==> config.mk <==
export PLATFORM = sky130hd
export DESIGN_NAME = ex_flag_cond_stage
export DESIGN_NICKNAME = d
export VERILOG_FILES = /design/src/rtl/ex_flag_cond_stage.sv
export SDC_FILE = /design/constraint.sdc
export NUM_CORES = 1
export LEC_CHECK = 0
export CAP_MARGIN = 30
export CORE_UTILIZATION = 43
export DETAILED_ROUTE_END_ITERATION = 10
export PLACE_DENSITY = 0.92
export RECOVER_POWER = 100
export SETUP_SLACK_MARGIN = 0.05
export SLEW_MARGIN = 20
export SYNTH_ARGS = -nofsm -noshare
export SYNTH_HDL_FRONTEND = slang
export SYNTH_SLANG_ARGS = --single-unit
==> constraint.sdc <==
create_clock -name clk -period 2.68 [get_ports clk]
set_clock_uncertainty 0.15 [all_clocks]
set_input_delay 0.536 -clock clk [delete_from_list [all_inputs] [get_ports clk]]
set_output_delay 0.536 -clock clk [all_outputs]
set_load 0.01 [all_outputs]
==> src/rtl/ex_flag_cond_stage.sv <==
// ex_flag_cond_stage
// EX-stage back end that sits after the 64-bit ALU adder. It holds the NZCV
// flag register, resolves B.cond / CBZ decisions and registers the result and
// decision into the EX/MEM boundary, with stall and flush handling.
//
// Ports:
//   clk, reset_n         clock, asynchronous active-low reset
//   in_valid / in_ready  EX instruction handshake (in_ready = !stall, comb)
//   op                   00 ALU, 01 ALU set-flags, 10 B.cond, 11 CBZ
//   cond                 B.cond condition field
//   alu_result, alu_*    adder result and N/Z/V/C flags
//   stall, flush         downstream hold / kill of the EX instruction
//   out_valid            EX/MEM entry valid
//   out_result           registered ALU result
//   br_taken             registered branch decision
//   flags_q              NZCV register, packed {N,Z,C,V}
//
// Optional feature (macro BR_STATS_EN): adds br_count and br_taken_count,
// 32-bit wrapping counters of accepted branches and taken branches.
module ex_flag_cond_stage #(
   parameter int unsigned DATA_W = 64,
   parameter int unsigned COND_W = 4
) (
   input  logic              clk,
   input  logic              reset_n,
   input  logic              in_valid,
   output logic              in_ready,
   input  logic [1:0]        op,
   input  logic [COND_W-1:0] cond,
   input  logic [DATA_W-1:0] alu_result,
   input  logic              alu_neg,
   input  logic              alu_zero,
   input  logic              alu_ovf,
   input  logic              alu_cout,
   input  logic              stall,
   input  logic              flush,
   output logic              out_valid,
   output logic [DATA_W-1:0] out_result,
   output logic              br_taken,
   output logic [3:0]        flags_q
`ifdef BR_STATS_EN
   ,
   output logic [31:0]       br_count,
   output logic [31:0]       br_taken_count
`endif
);

   localparam int unsigned FLAG_W = 4;
   localparam int unsigned CNT_W  = 32;

   localparam logic [1:0] OP_ALU  = 2'b00;
   localparam logic [1:0] OP_ALUS = 2'b01;
   localparam logic [1:0] OP_BCC  = 2'b10;
   localparam logic [1:0] OP_CBZ  = 2'b11;

   // A64 condition evaluation against {N,Z,C,V}; NV behaves as AL.
   function automatic logic cond_eval(input logic [COND_W-1:0] c,
                                      input logic [FLAG_W-1:0] f);
      logic n, z, cf, v;
      logic r;
      n  = f[3];
      z  = f[2];
      cf = f[1];
      v  = f[0];
      r  = 1'b1;
      case (c)
         4'b0000: r = z;
         4'b0001: r = ~z;
         4'b0010: r = cf;
         4'b0011: r = ~cf;
         4'b0100: r = n;
         4'b0101: r = ~n;
         4'b0110: r = v;
         4'b0111: r = ~v;
         4'b1000: r = cf & ~z;
         4'b1001: r = ~cf | z;
         4'b1010: r = (n == v);
         4'b1011: r = (n != v);
         4'b1100: r = ~z & (n == v);
         4'b1101: r = z | (n != v);
         default: r = 1'b1;
      endcase
      return r;
   endfunction

   logic              accept_c;
   logic              br_dec_c;
   logic [FLAG_W-1:0] flags_d;

   assign in_ready = ~stall;

   // Next flag value and branch decision for an accepted instruction.
   always_comb begin
      accept_c = in_valid & ~stall & ~flush;
      flags_d  = flags_q;
      br_dec_c = 1'b0;
      if (accept_c) begin
         case (op)
            OP_ALUS: flags_d  = {alu_neg, alu_zero, alu_cout, alu_ovf};
            OP_BCC:  br_dec_c = cond_eval(cond, flags_q);
            OP_CBZ:  br_dec_c = alu_zero;
            OP_ALU:  br_dec_c = 1'b0;
            default: br_dec_c = 1'b0;
         endcase
      end
   end

   // EX/MEM boundary and flag register; flush beats stall beats accept.
   always_ff @(posedge clk or negedge reset_n) begin
      if (!reset_n) begin
         out_valid  <= 1'b0;
         br_taken   <= 1'b0;
         out_result <= '0;
         flags_q    <= '0;
      end else if (flush) begin
         out_valid <= 1'b0;
         br_taken  <= 1'b0;
      end else if (!stall) begin
         out_valid <= in_valid;
         br_taken  <= br_dec_c;
         flags_q   <= flags_d;
         if (in_valid) begin
            out_result <= alu_result;
         end
      end
   end

`ifdef BR_STATS_EN
   logic is_branch_c;
   assign is_branch_c = accept_c & op[1];

   // Branch statistics; natural 32-bit wrap.
   always_ff @(posedge clk or negedge reset_n) begin
      if (!reset_n) begin
         br_count       <= '0;
         br_taken_count <= '0;
      end else if (is_branch_c) begin
         br_count <= br_count + CNT_W'(1);
         if (br_dec_c) begin
            br_taken_count <= br_taken_count + CNT_W'(1);
         end
      end
   end
`endif

endmodule

==> summary.md <==
| Metric | Value |
|---|---|
| RSZ-0062 raised after global routing | `no` |
| TritonRoute pass-1 iters | `6` |
| Synth Cell Area | `a little under 3000 sq um` |
| Max-Cap Viols | `1` |
| Cell Rows | `29` |
| Post-synth ARST share | `between 90% and 100%` |
| First-pass GRT wire length | `11000 um` |
| Drt drc | `25` |
| Die area | `approximately 7100 sq um` |
| Root Buffer | `clkbuf_8` |
| Crit-path leading delay family | `buffers and inverters` |
| Total power | `~0.0031 W` |
| Post-route ant nets | `0` |
| Crit-path slowest cell | `dlygate4sd3_1` |
| Mean number of vias per cell | `about 5` |
| CTS Sinks | `70` |
| Post-DP Area | `about 4400 sq um` |
| Clock buffer depth | `2` |
| Die X | `between 80 and 90 um` |
| Share of cells above drive strength 1 | `26.5%` |
| Flops & latches, synth | `70` |
| Gr usage total | `20.5%` |
| Vias in the first global route | `2260` |
| Critical Path Start Type | `input pin` |
| Initial antenna violation count | `0` |
| Syn_nets | `approximately 270` |
| Slew headroom | `-12.1%` |
| CP Capture Type | `output port` |
| Setup_tns | `0 ns` |
| Routed wire length | `between 6000 and 7000 um` |
| Peak VDD IR | `~0.35 mV` |
| Worst slew pin tran | `roughly 1.7 ns` |
| Crit-path max cell delay | `about 0.58 ns` |
| Max Fclk | `slightly above 400 MHz` |
| CP Depth | `3` |
| Core Box Area | `6420 sq um` |
| Max-slew violations | `30` |
| Final worst slack | `0.255 ns` |
| CP Max Fanout | `4` |
| Commonest non-fill, non-tap cells in the layout | `clkdlybuf4s50_1 (77), dlygate4sd3_1 (71), dfrtp_1 (70), mux2_2 (68), clkbuf_8 (10)` |
| DRT met1 WL | `about 2700 um` |
| R2R depth | `4` |
| Setup-failing EPs final | `0` |
| Detail Placement HPWL | `between 5000 and 6000 um` |
| Final hold viol count | `0` |
| PD cells | `between 600 and 700 nW/um^2` |
| Minimum clock period | `~2.4 ns` |
| Leakage power total | `between 1.5 and 2 nW` |
| Clock H-tree levels | `3` |
| I/O Buffers | `~150` |
| WL/cell | `roughly 16 um` |
| Top Metal Used | `met4` |
| Commonest non-fill, non-tap cell in the layout | `clkdlybuf4s50_1` |
| Inserted Clock Buffers | `9` |
| CTS tree | `done` |
| Post-synth EDFFs | `0` |
| Setup bufs post-CTS | `0` |
| Synthesized instance count | `approximately 190` |
| Main flop type after synthesis | `dfrtp_1` |
| Status | `finished, violations left` |
| CTS clock-pin slew for the worst setup and hold paths | `~0.060 ns` |
| Avg Inst Size Synth | `approximately 15 sq um` |
| Area growth syn-to-layout | `60.0%` |
| Largest net degree at the start of global routing | `between 40 and 50` |
| Min-delay worst type | `register to register` |
| Worst path bufs/invs | `3` |
| Register area share after synthesis | `60.5%` |
| Starting Density | `between 40% and 50%` |
| Finished Cell Area | `roughly 4600 sq um` |
| Fin Hold WS | `0.350 ns` |
| PostCTS Resize Cnt | `0` |
| Crit path required time | `between 1.5 and 2 ns` |
| I/O Pins | `150` |
| Initial DRC Count | `between 60 and 70` |
| Final worst-path cycle share | `90.5%` |
| Via count | `2100` |
| Met2 wire len | `between 3000 and 4000 um` |
| Violated checks | `DRC, capacitance limit, slew limit` |
| Fill cells | `about 450` |
| Yosys cell types | `32` |
| Gpl congestion | `around 0.8` |
| Worst Path Arrival | `approximately 1.7 ns` |
| GRT overflow | `0` |
| CP Class | `input pin to output port` |
| Post-Place Setup Slack | `between 0.3 and 0.4 ns` |
| CP Cell Sequence | `dlygate4sd3_1 > inv_1 > clkdlybuf4s50_1` |
| WHS Path Cells | `1` |
| Worst-skew pair later-pin latency | `around 0.33 ns` |
| Met3 Routed Length | `just under 600 um` |
| Yosys warning total | `0` |
| Die Height | `approximately 84 um` |
| Layout net count | `~420` |
| CTS Hold Bufs | `0` |
| # diodes | `0` |
per-layer routing:
metal  track usage (%)  vias up
li1                  -      981
met1              23.8     1009
met2              34.2       98
met3              6.92       12
met4              9.56        0
met5                 0        -
worst paths after layout:
kind,from,to,slack [ns]
hold reg to reg,out_result[50],out_result[50],0.35
setup reg to reg,flags_q[3],br_taken,1.18
min in group asynchronous,reset_n,out_result[0],0.47
max in group asynchronous,reset_n,out_result[14],0.93
hold / removal,out_result[50],out_result[50],0.35
setup / recovery,stall,in_ready,0.26
cell families after synthesis:
| kind of cell | count (synthesis) | synth area share, % |
|---|---|---|
| buffers and inverters | 14 | 3.54 |
| xor gates and xnor gates | 2 | 0.605 |
| DFF | 70 | 60.5 |
| AOI/OAI and AO/OA | 11 | 2.81 |
| and+or+nand+nor | 21 | 5.79 |
| muxes | 69 | 26.8 |
synth_stat cells (2+ instances only):
| cell type | number | area [sq um] |
|---|---|---|
| nor2b_1 | 2 | 12.5 |
| nand2b_1 | 3 | 18.8 |
| nor2_1 | 4 | 15.0 |
| buf_6 | 6 | 67.6 |
| xnor2_1 | 2 | 17.5 |
| buf_2 | 3 | 15.0 |
| dfrtp_1 | 70 | 1750 |
| mux2_2 | 68 | 766 |
| inv_1 | 3 | 11.3 |
| a31oi_1 | 3 | 18.8 |
| nand2_1 | 2 | 7.51 |
registers in the layout (all words and copies together) (netlist names):
| name | flops |
|---|---|
| flags_q | 4 |
| out_valid | 1 |
| br_taken | 1 |
| out_result | 64 |
layout make-up:
type	count	area, sq um	share of cell area [%]
Clock buffer	12	145	3.13
Sequential cell	70	1750	37.8
Tap cell	77	96.3	2.08
Inverter	3	11.3	0.243
Multi-Input combinational cell	103	1030	22.3
Timing Repair Buffer	153	1530	32.9
Clock inverter	3	68.8	1.49
power breakdown:
group          internal (W)  switching, W
clock              0.000547      0.000372
sequential          0.00125      0.000109
combinational      0.000536      0.000312
total               0.00234      0.000793
per-stage QoR:
step / util, % / std cells
2_1_floorplan: - / 187
3_3_place_gp: 69.2 / 406
3_5_place_dp: 69.2 / 406
4_1_cts: 72.5 / 421
5_1_grt: 72.1 / 421
6_report: 72.1 / 421
No activity file was read; power rests on OpenSTA's default activity.
